**config.mk**
```make
export PLATFORM = sky130hd
export DESIGN_NAME = mux4to1_16bits_rr
export DESIGN_NICKNAME = d
export VERILOG_FILES = /design/src/rtl/mux4to1_16bits_rr.sv
export SDC_FILE = /design/constraint.sdc
export NUM_CORES = 1
export LEC_CHECK = 0
export ABC_AREA = 1
export BUFFER_PORTS_ARGS = -buffer_cell sky130_fd_sc_hd__clkbuf_2
export CORE_UTILIZATION = 45
export CTS_CLUSTER_SIZE = 25
export DETAILED_ROUTE_END_ITERATION = 12
export GPL_TIMING_DRIVEN = 1
export PLACE_DENSITY = 0.94
export REMOVE_ABC_BUFFERS = 1
export SYNTH_ARGS = -nofsm -noshare
export SYNTH_HDL_FRONTEND = slang
export SYNTH_SLANG_ARGS = --single-unit
```
**constraint.sdc**
```tcl
create_clock -name clk -period 2.2 [get_ports clk]
set_input_delay 0.22 -clock clk [delete_from_list [all_inputs] [get_ports clk]]
set_output_delay 0.22 -clock clk [all_outputs]
set_load 0.02 [all_outputs]
```
**src/rtl/mux4to1_16bits_rr.sv**
```systemverilog
// Four-lane valid/ready merge into one registered output with a source-lane tag.
// Define MUX4_RR_EN for round-robin arbitration; otherwise lane 0 has fixed highest priority.
module mux4to1_16bits_rr #(
    parameter int unsigned WIDTH = 16
) (
    input  logic             clk,
    input  logic             rst_n,
    input  logic [WIDTH-1:0] A,
    input  logic [WIDTH-1:0] B,
    input  logic [WIDTH-1:0] C,
    input  logic [WIDTH-1:0] D,
    input  logic [3:0]       in_valid,
    output logic [3:0]       in_ready,
    output logic [WIDTH-1:0] X,
    output logic [1:0]       out_sel,
    output logic             out_valid,
    input  logic             out_ready
);

    localparam int unsigned LANES = 4;

    logic [WIDTH-1:0] x_q, x_d;
    logic [1:0]       sel_q, sel_d;
    logic             vld_q, vld_d;

    logic [1:0]       base_c;
    logic [1:0]       cand_c;
    logic [1:0]       gidx_c;
    logic             any_c;
    logic [3:0]       grant_c;
    logic             space_c;
    logic             xfer_c;
    logic [WIDTH-1:0] lane_data_c;

`ifdef MUX4_RR_EN
    logic [1:0] ptr_q, ptr_d;
    assign base_c = ptr_q;
`else
    assign base_c = 2'd0;
`endif

    // First valid lane searching upward from the base lane, wrapping mod 4
    always_comb begin
        cand_c = 2'd0;
        gidx_c = 2'd0;
        any_c  = 1'b0;
        for (int k = 0; k < int'(LANES); k++) begin
            cand_c = base_c + 2'(k);
            if (!any_c && in_valid[cand_c]) begin
                any_c  = 1'b1;
                gidx_c = cand_c;
            end
        end
    end

    assign grant_c  = any_c ? (4'd1 << gidx_c) : 4'd0;
    assign space_c  = ~vld_q | out_ready;
    assign in_ready = grant_c & {4{space_c & rst_n}};
    assign xfer_c   = |(in_valid & in_ready);

    always_comb begin
        case (gidx_c)
            2'd0:    lane_data_c = A;
            2'd1:    lane_data_c = B;
            2'd2:    lane_data_c = C;
            default: lane_data_c = D;
        endcase
    end

    // A lane transfer replaces the output word, so a same-cycle drain keeps full rate
    always_comb begin
        x_d   = x_q;
        sel_d = sel_q;
        vld_d = vld_q;
`ifdef MUX4_RR_EN
        ptr_d = ptr_q;
`endif
        if (xfer_c) begin
            x_d   = lane_data_c;
            sel_d = gidx_c;
            vld_d = 1'b1;
`ifdef MUX4_RR_EN
            ptr_d = gidx_c + 2'd1;
`endif
        end else if (vld_q && out_ready) begin
            vld_d = 1'b0;
        end
    end

    always_ff @(posedge clk) begin
        if (!rst_n) begin
            x_q   <= '0;
            sel_q <= 2'd0;
            vld_q <= 1'b0;
`ifdef MUX4_RR_EN
            ptr_q <= 2'd0;
`endif
        end else begin
            x_q   <= x_d;
            sel_q <= sel_d;
            vld_q <= vld_d;
`ifdef MUX4_RR_EN
            ptr_q <= ptr_d;
`endif
        end
    end

    assign X         = x_q;
    assign out_sel   = sel_q;
    assign out_valid = vld_q;

endmodule
```
* Word level (Yosys, flattened, before mapping)
Index checks and enable logic that the tools add are counted.
Word-level totals: logic and storage cells 32, bits in latches 0, bits in registers 19, memories kept 0, bits of input ports 71, bits in writable memories 0, output and inout bits 23, ROM bits 0
Cells by class: multipliers 0, div/mod/pow operators 0, reductions and logical operators 10, bitwise operators 5, $add $sub $neg 0, eq/ne operators 2, shifts and indexed selects 1, $lt $le $gt $ge 0, mux-type cells 11
Operators by type and width (count):
- $pmux 16 s3 | 1
- $and 4x4->4 | 2
- $mux 1 | 7
- $logic_and 1x1->1 | 4
- $mux 2 | 2
- $mux 4 | 1
- $reduce_or 4->1 | 1
- $shl 1x2->4 const A | 1
- $logic_not 1->1 | 3
- $eq 2x1->1 const B | 1
- $eq 2x2->1 const B | 1
- $logic_not 2->1 | 1
- $reduce_bool 2->1 | 1
- $and 1x1->1 | 1
- $not 1->1 | 1
- $or 1x1->1 | 1

* Logic depth before layout (Yosys ltp)
Gate-level depths: netlist (run 1).
depth in word-level cells 16, depth in mapped cells 9, gate-level depth less buffers 8

* Worst setup path after synthesis (run 1)
OpenSTA, ideal clock, no wires.
kind register -> register, start point register vld_q (netlist: out_valid), end point register sel_q[0] (netlist: out_sel[0]), arrival 1.180 ns, path buffers 0, setup time 0.070 ns, setup slack 0.950 ns, required time 2.130 ns, period minus slack after synthesis 1.250 ns, stages on the path, launching flop included 6, path through dfxtp_1 > nand2_1 > nand2_1 > nor2_1 > nor2_1 > a21oi_1
On the way: longest elaborated chain between the ends 6
RTL lines:
- start, declared | line 24 | logic vld_q, vld_d;
- start signal, assigned | line 101 | vld_q <= vld_d;
- $not 1->1 | line 57 | assign space_c = ~vld_q | out_ready;
- $or 1x1->1 | line 57
- $and 1x1->1 | line 58 | assign in_ready = grant_c & {4{space_c & rst_n}};
- $and 4x4->4 | line 58
- net in_ready[1] | line 13 | output logic [3:0] in_ready,
- $and 4x4->4 | line 59 | assign xfer_c = |(in_valid & in_ready);
- $reduce_or 4->1 | line 59
- end signal, assigned | line 100 | sel_q <= sel_d;
- end, declared | line 23 | logic [1:0] sel_q, sel_d;
The timed path passes the listed nets, and every way through them passes these cells. A chain may end at the register's enable or synchronous reset.

* Worst setup path in the final report (run 1)
start point register vld_q (netlist: out_valid), end point output port in_ready[1]
On the way: longest elaborated chain between the ends 4
RTL lines (line):
- $not 1->1 | 57
- $or 1x1->1 | 57
- $and 1x1->1 | 58
- $and 4x4->4 | 58
- end, declared | 13
No other way between the ends.

==> results of run 1 <==
through the flow:
| stage | cell area [µm²] | std cells | setup slack, ns |
|---|---|---|---|
| 4_1_cts | 1950 | 380 | 0.695 |
| 5_1_grt | 1950 | 380 | 0.600 |
| 6_report | 1950 | 380 | 0.704 |
| 3_5_place_dp | 1920 | 376 | 0.731 |
| 3_3_place_gp | 1920 | 376 | 0.750 |
| 2_1_floorplan | 1390 | 238 | 0.939 |
worst paths after layout:
path | startpoint | cells after the start | endpoint | slack [ns]
hold / removal | rst_n | 3 | out_valid$_SDFFE_PN0P_ | 0.21
setup reg to reg | out_valid$_SDFFE_PN0P_ | 5 | X[8]$_SDFFE_PN0P_ | 0.91
setup / recovery | out_valid$_SDFFE_PN0P_ | 4 | in_ready[1] | 0.70
hold reg to reg | X[7]$_SDFFE_PN0P_ | 2 | X[7]$_SDFFE_PN0P_ | 0.47
synthesized netlist by cell type:
| cell type | count | area share, % |
|---|---|---|
| nand2_1 | 69 | 17 |
| nor2_1 | 60 | 15 |
| nand3_1 | 33 | 11 |
| dfxtp_1 | 19 | 25 |
| inv_1 | 19 | 4.7 |
| nor2_2 | 11 | 4.5 |
| a21oi_2 | 9 | 5.2 |
| a21oi_1 | 8 | 2.6 |
| buf_6 | 8 | 6.0 |
| nand2_4 | 4 | 3.0 |
| buf_2 | 3 | 0.99 |
| buf_4 | 2 | 0.99 |
| clkinv_1 | 1 | 0.25 |
| inv_2 | 1 | 0.25 |
| nand3_4 | 1 | 1.2 |
| nor2_8 | 1 | 1.3 |
| o21ai_0 | 1 | 0.33 |
| o21ai_2 | 1 | 0.58 |
sequential cells by signal, summed over array words and instances (netlist names):
register / cells
out_valid: 1
X: 16
out_sel: 2
worst reg2reg max path: stages (launching register included):
cell,delay [ns]
dfxtp_1,0.33
nand2_1,0.15
nand3_4,0.34
nor2_1,0.20
nand2_1,0.07
a21oi_1,0.13
kinds of logic after synthesis:
logic type	Yosys count
and+or+nand+nor	179
AOI/OAI and AO/OA	19
DFF	19
buffers and inverters	34
area by class of cell:
class | count | area, µm² | share of cell area [%]
multi-input combinational | 198 | 933 | 47.9
timing repair buffer | 94 | 473 | 24.3
sequential | 19 | 380 | 19.5
inverter | 21 | 78.8 | 4.05
tap | 44 | 55.1 | 2.83
clock buffer | 4 | 26.3 | 1.35
routing by layer:
layer / up-vias / wire (µm)
li1: 947 / -
met1: 783 / 1720
met2: 77 / 2070
met3: 2 / 287
met4: 0 / 13
met5: - / 0
where the power goes:
part           switching [mW]  total [mW]  leakage, nW  internal, mW
Combinational           0.185       0.307         1.02         0.122
Clock                   0.109       0.180       0.0150        0.0705
Sequential             0.0136       0.382        0.156         0.369
==> results by group, run 1 <==
Status
  • Outcome: complete, no violations

GRT
  • Routing usage on met1: 27.9%
  • Global-route met3 utilization: 3.25%
  • Gr busiest metal: met2
  • Global routing usage on met2: between 40 and 50%
  • Initial antenna violation count: 0
  • Vias in the first global route: between 1500 and 2000
  • Largest net degree at the start of global routing: 36
  • Total gr overflow: 0
  • First-pass GRT wire length: 6.62 mm
  • Overall Global Routing Usage: between 20% and 30%

Critical path
  • CP Class: flip-flop to output port
  • CP required: 1.98 ns
  • CP Buf/Inv Count: 1
  • Top delay family on crit path: simple AND/OR/NAND/NOR gates
  • CP max FO: 5
  • CP endpoint kind: output port
  • Crit path launch type: flip-flop
  • Crit path top cell by count: nand2_1
  • Critical-path cell list: nand2_1, nand2_1, nor2_1, clkbuf_2
  • Worst path max stage delay: ~0.33 ns
  • Critical-path top delay cell: dfxtp_1
  • CP arrival: 1.28 ns

Placement
  • Post-DP HPWL: around 2.9 mm
  • GP Congestion: 0.835
  • Input/output buffers: just over 90

Power
  • Peak supply drop: 0.239 mV
  • P per Cell Area: between 400 and 500 nW/µm²
  • Static Leak: between 1 and 1.5 nW
  • Total power: slightly below 0.9 mW

Timing
  • RSZ-0062 raised after global routing: no
  • TNS Setup: 0 ns
  • Endpoints failing setup: 0
  • Final period util: a little under 70%
  • Hold slack: roughly 0.21 ns
  • Worst relative slew slack: 50.5%
  • Hold Fails Final Rpt: 0
  • Fmax: roughly 670 MHz
  • Min cycle time layout: between 1 and 1.5 ns
  • Max Slew Vio Count: 0
  • Clk_skew: about 0.00055 ns
  • Actual slew at the worst max-slew pin: approximately 0.74 ns

Yosys
  • Adder-cell share of the synthesized area: 0%
  • Mapped Area: around 1500 µm²
  • Synthesized area per cell: ~6 µm²
  • Largest family of logic cells by synthesized area: simple AND/OR/NAND/NOR gates
  • Synth Area in Compound Gates: 8.77%
  • Post-synthesis sequential area ratio: around a quarter
  • Simple-Gate Fraction of Synth Area: between 50% and 60%
  • Synth Area in XOR/XNOR: 0%
  • Mapped Cells: between 200 and 300
  • Netlist cell types: 18
  • Proportion of synthesized area in mux cells: 0%
  • Synth Register Bits: 19
  • YS warnings: 0

Clocking
  • Setup Buffers After CTS: 0
  • Num CTS Buffers: 3
  • Post_cts resized: 0
  • Clock Path Buffers: 2
  • H-tree depth: 1
  • CTS sink cnt: 19
  • CTS tree: done
  • CTS root buf: clkbuf_4
  • CTS Hold Bufs: 0
  • Clock slew at reported path FFs: 0.11 ns
  • Clk Latency, worst-skew pair: about 0.29 ns

Cells and area
  • Commonest non-fill, non-tap cell in the layout: clkbuf_2
  • Most frequent cells in the layout: clkbuf_2 (93), nand2_1 (69), nor2_1 (60)
  • ANT cells: 0
  • Final core occ: 62.2%
  • Area grow syn2layout: 28.7%
  • Post-layout nets: between 400 and 500
  • Proportion of layout cells with a drive suffix above 1: between 30 and 40%
  • FILL cells: around 310

Floorplan
  • Initial Util: about half
  • I/O pin count: between 90 and 100
  • Die Height: ~60 µm
  • Core Box Area: 3130 µm²
  • Die W: between 50 and 60 µm
  • Die ar.: about 3600 µm²
  • Rows: 20

Detailed routing
  • Drt wl/cell: 10.8 µm
  • Routed WL: just over 4 mm
  • Total number of vias: between 1500 and 2000
  • Post-route DRC: 0
  • TritonRoute pass-1 iters: 4
  • Iter 0 DRT Violations: between 90 and 100
  • Final ANT Viol Nets: 0
  • Via density: roughly 4.8

Job
  • Max-cap violations: 0

Hold path
  • Min-Delay Path Class: input port to flip-flop
No activity file was read; power rests on OpenSTA's default activity.
==> run 2: changes to the inputs <==
--- a/config.mk
+++ b/config.mk
@@ -7,11 +7,11 @@
 export LEC_CHECK = 0
 export ABC_AREA = 1
 export BUFFER_PORTS_ARGS = -buffer_cell sky130_fd_sc_hd__clkbuf_2
-export CORE_UTILIZATION = 45
+export CORE_UTILIZATION = 43
 export CTS_CLUSTER_SIZE = 25
 export DETAILED_ROUTE_END_ITERATION = 12
 export GPL_TIMING_DRIVEN = 1
-export PLACE_DENSITY = 0.94
+export PLACE_DENSITY = 0.9
 export REMOVE_ABC_BUFFERS = 1
 export SYNTH_ARGS = -nofsm -noshare
 export SYNTH_HDL_FRONTEND = slang
==> constraint.sdc (replaced) <==
create_clock -name clk -period 1.55 [get_ports clk]
set_input_delay 0.155 -clock clk [delete_from_list [all_inputs] [get_ports clk]]
set_output_delay 0.155 -clock clk [all_outputs]
set_load 0.02 [all_outputs]
==> run 2 against run 1 <==
Effect of this change: design area grew 2.4%; power grew 43%; non-clock buffer count grew 4; clock power grew 42%; critical path depth is the same; count of clock-buffer cells in the layout shrank 1; critical path type unchanged; critical endpoint unchanged; highest routed layer unchanged.
==> results by group, run 2 (synthesized netlist as in run 1, its figures left out) <==
Status
  • Outcome: complete, no violations

Timing
  • Worst relative slew slack: 74.4%
  • Endpoints failing setup: 0
  • RSZ-0062 raised after global routing: no
  • Min cycle time layout: approximately 1.4 ns
  • Hold Fails Final Rpt: 0
  • Final period util: between 90% and 100%
  • Fmax: roughly 720 MHz
  • Clk_skew: approximately 0.0023 ns
  • Max Slew Vio Count: 0
  • TNS Setup: 0 ns
  • Actual slew at the worst max-slew pin: roughly 0.38 ns

Job
  • Max-cap violations: 0

Critical path
  • CP endpoint kind: output port
  • CP Class: flip-flop to output port
  • Top delay family on crit path: simple AND/OR/NAND/NOR gates
  • Crit path top cell by count: nand2_1
  • CP max FO: 5
  • CP required: between 1 and 1.5 ns
  • Crit path launch type: flip-flop
  • Critical-path cell list: nand2_1, nand2_1, nor2_1, clkbuf_2
  • CP arrival: 1.24 ns
  • CP Buf/Inv Count: 1
  • Worst path max stage delay: around 0.33 ns
  • Critical-path top delay cell: dfxtp_1

Detailed routing
  • Drt wl/cell: approximately 11 µm
  • Iter 0 DRT Violations: 103
  • Total number of vias: about 1800
  • Final ANT Viol Nets: 0
  • TritonRoute pass-1 iters: 4
  • Routed WL: ~4.2 mm
  • Post-route DRC: 0
  • Via density: around 4.7

Cells and area
  • FILL cells: between 300 and 400
  • Most frequent cells in the layout: clkbuf_2 (93), nand2_1 (69), nor2_1 (60)
  • Area grow syn2layout: 31.8%
  • ANT cells: 0
  • Proportion of layout cells with a drive suffix above 1: a little under two fifths
  • Commonest non-fill, non-tap cell in the layout: clkbuf_2
  • Max reg flops: 16
  • Post-layout nets: 412
  • Layout Cells excl Fill: slightly below 400

GRT
  • Total gr overflow: 0
  • Initial antenna violation count: 0
  • Largest net degree at the start of global routing: 36
  • Overall Global Routing Usage: 22.2%
  • Vias in the first global route: 1469
  • First-pass GRT wire length: roughly 6.3 mm

Clocking
  • CTS sink cnt: 19
  • Post_cts resized: 0
  • Clock Path Buffers: 2
  • Num CTS Buffers: 3
  • Clock slew at reported path FFs: about 0.11 ns
  • CTS root buf: clkbuf_4
  • CTS Hold Bufs: 0
  • Clk Latency, worst-skew pair: approximately 0.29 ns
  • H-tree depth: 1
  • CTS tree: done
  • Setup Buffers After CTS: 0

Placement
  • Dpl cells: 382
  • Input/output buffers: 93
  • Post-DP HPWL: around 3.0 mm
  • GP Congestion: between 0.8 and 0.9

Power
  • P per Cell Area: 626 nW/µm²
  • Peak supply drop: 0.310 mV
  • Static Leak: approximately 1.2 nW

Floorplan
  • Core Box Area: about 3400 µm²
  • Die W: ~60 µm
  • Rows: 21
  • I/O pin count: 94
  • Initial Util: between 40% and 50%
  • Die ar.: around 3800 µm²
  • Die Height: a little over 60 µm

Hold path
  • Min-Delay Path Class: input port to flip-flop
## run 2: final cells by class
cell class | count | area, µm² | area share, %
clock inverter | 1 | 5.00 | 0.251
sequential | 19 | 380 | 19.1
multi-input combinational | 198 | 933 | 46.8
tap | 46 | 57.6 | 2.89
timing repair buffer | 98 | 515 | 25.9
clock buffer | 3 | 22.5 | 1.13
inverter | 21 | 78.8 | 3.95
## run 2: worst paths after layout
kind,startpoint,to,slack [ns],cells after the start
worst max-delay path,out_valid$_SDFFE_PN0P_,in_ready[1],0.15,4
worst min-delay path,rst_n,out_valid$_SDFFE_PN0P_,0.15,3
worst max register to register,out_valid$_SDFFE_PN0P_,X[0]$_SDFFE_PN0P_,0.30,5
worst min register to register,X[7]$_SDFFE_PN0P_,X[7]$_SDFFE_PN0P_,0.48,2
## run 2: where the power goes
| part | switching (mW) | internal, mW | total [mW] |
|---|---|---|---|
| clock network | 0.160 | 0.0958 | 0.256 |
| logic | 0.265 | 0.183 | 0.448 |
| registers | 0.0191 | 0.524 | 0.543 |
| total | 0.444 | 0.802 | 1.25 |
## run 2: worst register-to-register path, stage by stage (launching register included)
cell and delay (ns):
dfxtp_1 0.33, nand2_1 0.14, nand3_4 0.33, nor2_1 0.22, nand2_1 0.08, a21oi_2 0.10
## run 2: metrics by stage
| stage | util (%) | hold slack (ns) | setup slack [ns] | power, mW | cell area (µm²) |
|---|---|---|---|---|---|
| floorplan | - | 0.253 | 0.289 | 0.805 | 1390 |
| global placement | 58.4 | 0.453 | 0.325 | 0.994 | 1970 |
| detailed placement | 58.4 | 0.457 | 0.294 | 1.00 | 1970 |
| CTS | 59.3 | 0.138 | 0.133 | 1.26 | 1990 |
| global route | 59.3 | 0.168 | 0.00659 | 1.33 | 1990 |
| finish | 59.3 | 0.146 | 0.152 | 1.25 | 1990 |
## run 2: per-layer routing
metal	GRT usage (%)	vias to the layer above	share of wire, %
met5	0	-	0
met4	3.90	0	0.29
met3	3.36	2	6.6
met2	40.8	73	50
met1	27.4	791	43
li1	-	957	-
==> run 3: changes to the inputs <==
--- a/config.mk
+++ b/config.mk
@@ -7,11 +7,12 @@
 export LEC_CHECK = 0
 export ABC_AREA = 1
 export BUFFER_PORTS_ARGS = -buffer_cell sky130_fd_sc_hd__clkbuf_2
-export CORE_UTILIZATION = 43
+export CORE_UTILIZATION = 25
 export CTS_CLUSTER_SIZE = 25
 export DETAILED_ROUTE_END_ITERATION = 12
 export GPL_TIMING_DRIVEN = 1
-export PLACE_DENSITY = 0.9
+export MAX_ROUTING_LAYER = met4
+export PLACE_DENSITY = 0.62
 export REMOVE_ABC_BUFFERS = 1
 export SYNTH_ARGS = -nofsm -noshare
 export SYNTH_HDL_FRONTEND = slang
==> run 3 against run 2 <==
Effect of this change: flip-flop and latch count unchanged; sequential power is essentially flat; maximum frequency increased by 3.4%.
==> results by group, run 3 (synthesized netlist as in run 1, its figures left out) <==
Cells and area
  • Proportion of layout cells with a drive suffix above 1: a little under two fifths
  • Max reg flops: 16
  • Commonest non-fill, non-tap cell in the layout: clkbuf_2
  • Area grow syn2layout: 34.3%
  • Most frequent cells in the layout: clkbuf_2 (93), nand2_1 (69), nor2_1 (60)
  • Post-layout nets: between 400 and 500
  • ANT cells: 0
  • Layout Cells excl Fill: 412
  • Final Cell Area: approximately 2000 µm²

Clocking
  • CTS root buf: clkbuf_8
  • Clock slew at reported path FFs: ~0.07 ns
  • Setup Buffers After CTS: 0
  • CTS Hold Bufs: 0
  • Clk Latency, worst-skew pair: around 0.26 ns
  • H-tree depth: 1
  • CTS tree: done
  • Num CTS Buffers: 3
  • Post_cts resized: 0
  • CTS sink cnt: 19
  • Clock Path Buffers: 2

Timing
  • Min cycle time layout: between 1 and 1.5 ns
  • RSZ-0062 raised after global routing: no
  • Clk_skew: 0.00679 ns
  • Max Slew Vio Count: 0
  • Fmax: ~740 MHz
  • Actual slew at the worst max-slew pin: between 0.7 and 0.8 ns
  • Hold Fails Final Rpt: 0
  • Final period util: between 80% and 90%
  • Worst relative slew slack: 48.9%
  • Endpoints failing setup: 0
  • TNS Setup: 0 ns

Detailed routing
  • Routed WL: 4.48 mm
  • Iter 0 DRT Violations: 60
  • Final ANT Viol Nets: 0
  • Post-route DRC: 0
  • Via density: roughly 4.3
  • Total number of vias: ~1800
  • Drt wl/cell: about 11 µm
  • TritonRoute pass-1 iters: 4

Critical path
  • Critical-path cell list: nand2_1, nand2_1, nor2_1, clkbuf_2
  • CP required: between 1 and 1.5 ns
  • CP max FO: 5
  • CP arrival: 1.20 ns
  • Critical-path top delay cell: dfxtp_1
  • CP endpoint kind: output port
  • Worst path max stage delay: about 0.31 ns
  • Crit path launch type: flip-flop
  • CP Class: flip-flop to output port
  • Setup slack of the most critical reg-to-reg path: approximately 0.28 ns
  • Cells on worst reg2reg path: 5
  • Crit path top cell by count: nand2_1

Floorplan
  • Die W: 79.8 µm
  • Die ar.: 6370 µm²
  • I/O pin count: 94
  • Initial Util: a little over a quarter
  • Core Box Area: between 5000 and 6000 µm²
  • Rows: 27
  • Die Height: ~80 µm

GRT
  • Vias in the first global route: between 1500 and 2000
  • First-pass GRT wire length: ~7.5 mm
  • Overall Global Routing Usage: around 15%
  • Largest net degree at the start of global routing: 36
  • Total gr overflow: 0
  • Initial antenna violation count: 0

Status
  • Outcome: complete, no violations

Power
  • P per Cell Area: around 660 nW/µm²
  • Peak supply drop: 0.364 mV
  • Static Leak: approximately 1.2 nW
  • Total power: 1.33 mW

Hold path
  • Min-Delay Path Class: input port to flip-flop
  • Min-Delay Path Depth: 3

Placement
  • GP Congestion: between 0.7 and 0.8
  • Dpl cells: around 410
  • Post-DP HPWL: roughly 3.3 mm
  • Input/output buffers: 93
  • Placement-stage cell area: 1990 µm²

Job
  • Max-cap violations: 0
run 3: cell counts in the layout (fill, tap and decap cells not counted):
Identical to the previous run, type by type.
run 3: power by group:
part           internal, mW  leakage (nW)  switching (mW)
Combinational         0.180          1.04           0.267
Sequential            0.523         0.156          0.0190
Clock                 0.179        0.0255           0.167
run 3: layout make-up:
cell class                      count  area, µm²
Fill cell                         662       3640
Clock buffer                        3       41.3
Inverter                           21       78.8
Sequential cell                    19        380
Multi-Input combinational cell    198        933
Clock inverter                      1       5.00
Timing Repair Buffer               98        503
Tap cell                           72       90.1
run 3: layer usage:
metal | global-route usage (%) | part of all wire [%] | wire [µm]
met2 | 27.7 | 47 | 2080
met5 | - | 0 | 0
met3 | 3.43 | 6.8 | 305
met4 | 2.50 | 0.45 | 20
met1 | 17.7 | 46 | 2070
run 3: stage by stage:
stage               hold WS (ns)  worst slack [ns]  util (%)
finish                     0.187             0.198      35.8
global route               0.204            0.0290      35.8
CTS                        0.182             0.170      35.8
detailed placement         0.448             0.122      35.0
global placement           0.445             0.164      35.0
floorplan                  0.253             0.289         -
run 3: worst paths after layout:
path                     startpoint                      to
max          out_valid$_SDFFE_PN0P_             in_ready[1]
min                           rst_n  out_valid$_SDFFE_PN0P_
max reg2reg  out_valid$_SDFFE_PN0P_      X[13]$_SDFFE_PN0P_
min reg2reg       X[8]$_SDFFE_PN0P_       X[8]$_SDFFE_PN0P_
run 3: critical path, delay by kind of cell, from the launching register on:
kind	cells	cell delay [ns]
buf+inv	1	0.19
flops	1	0.31
simple gates	3	0.44
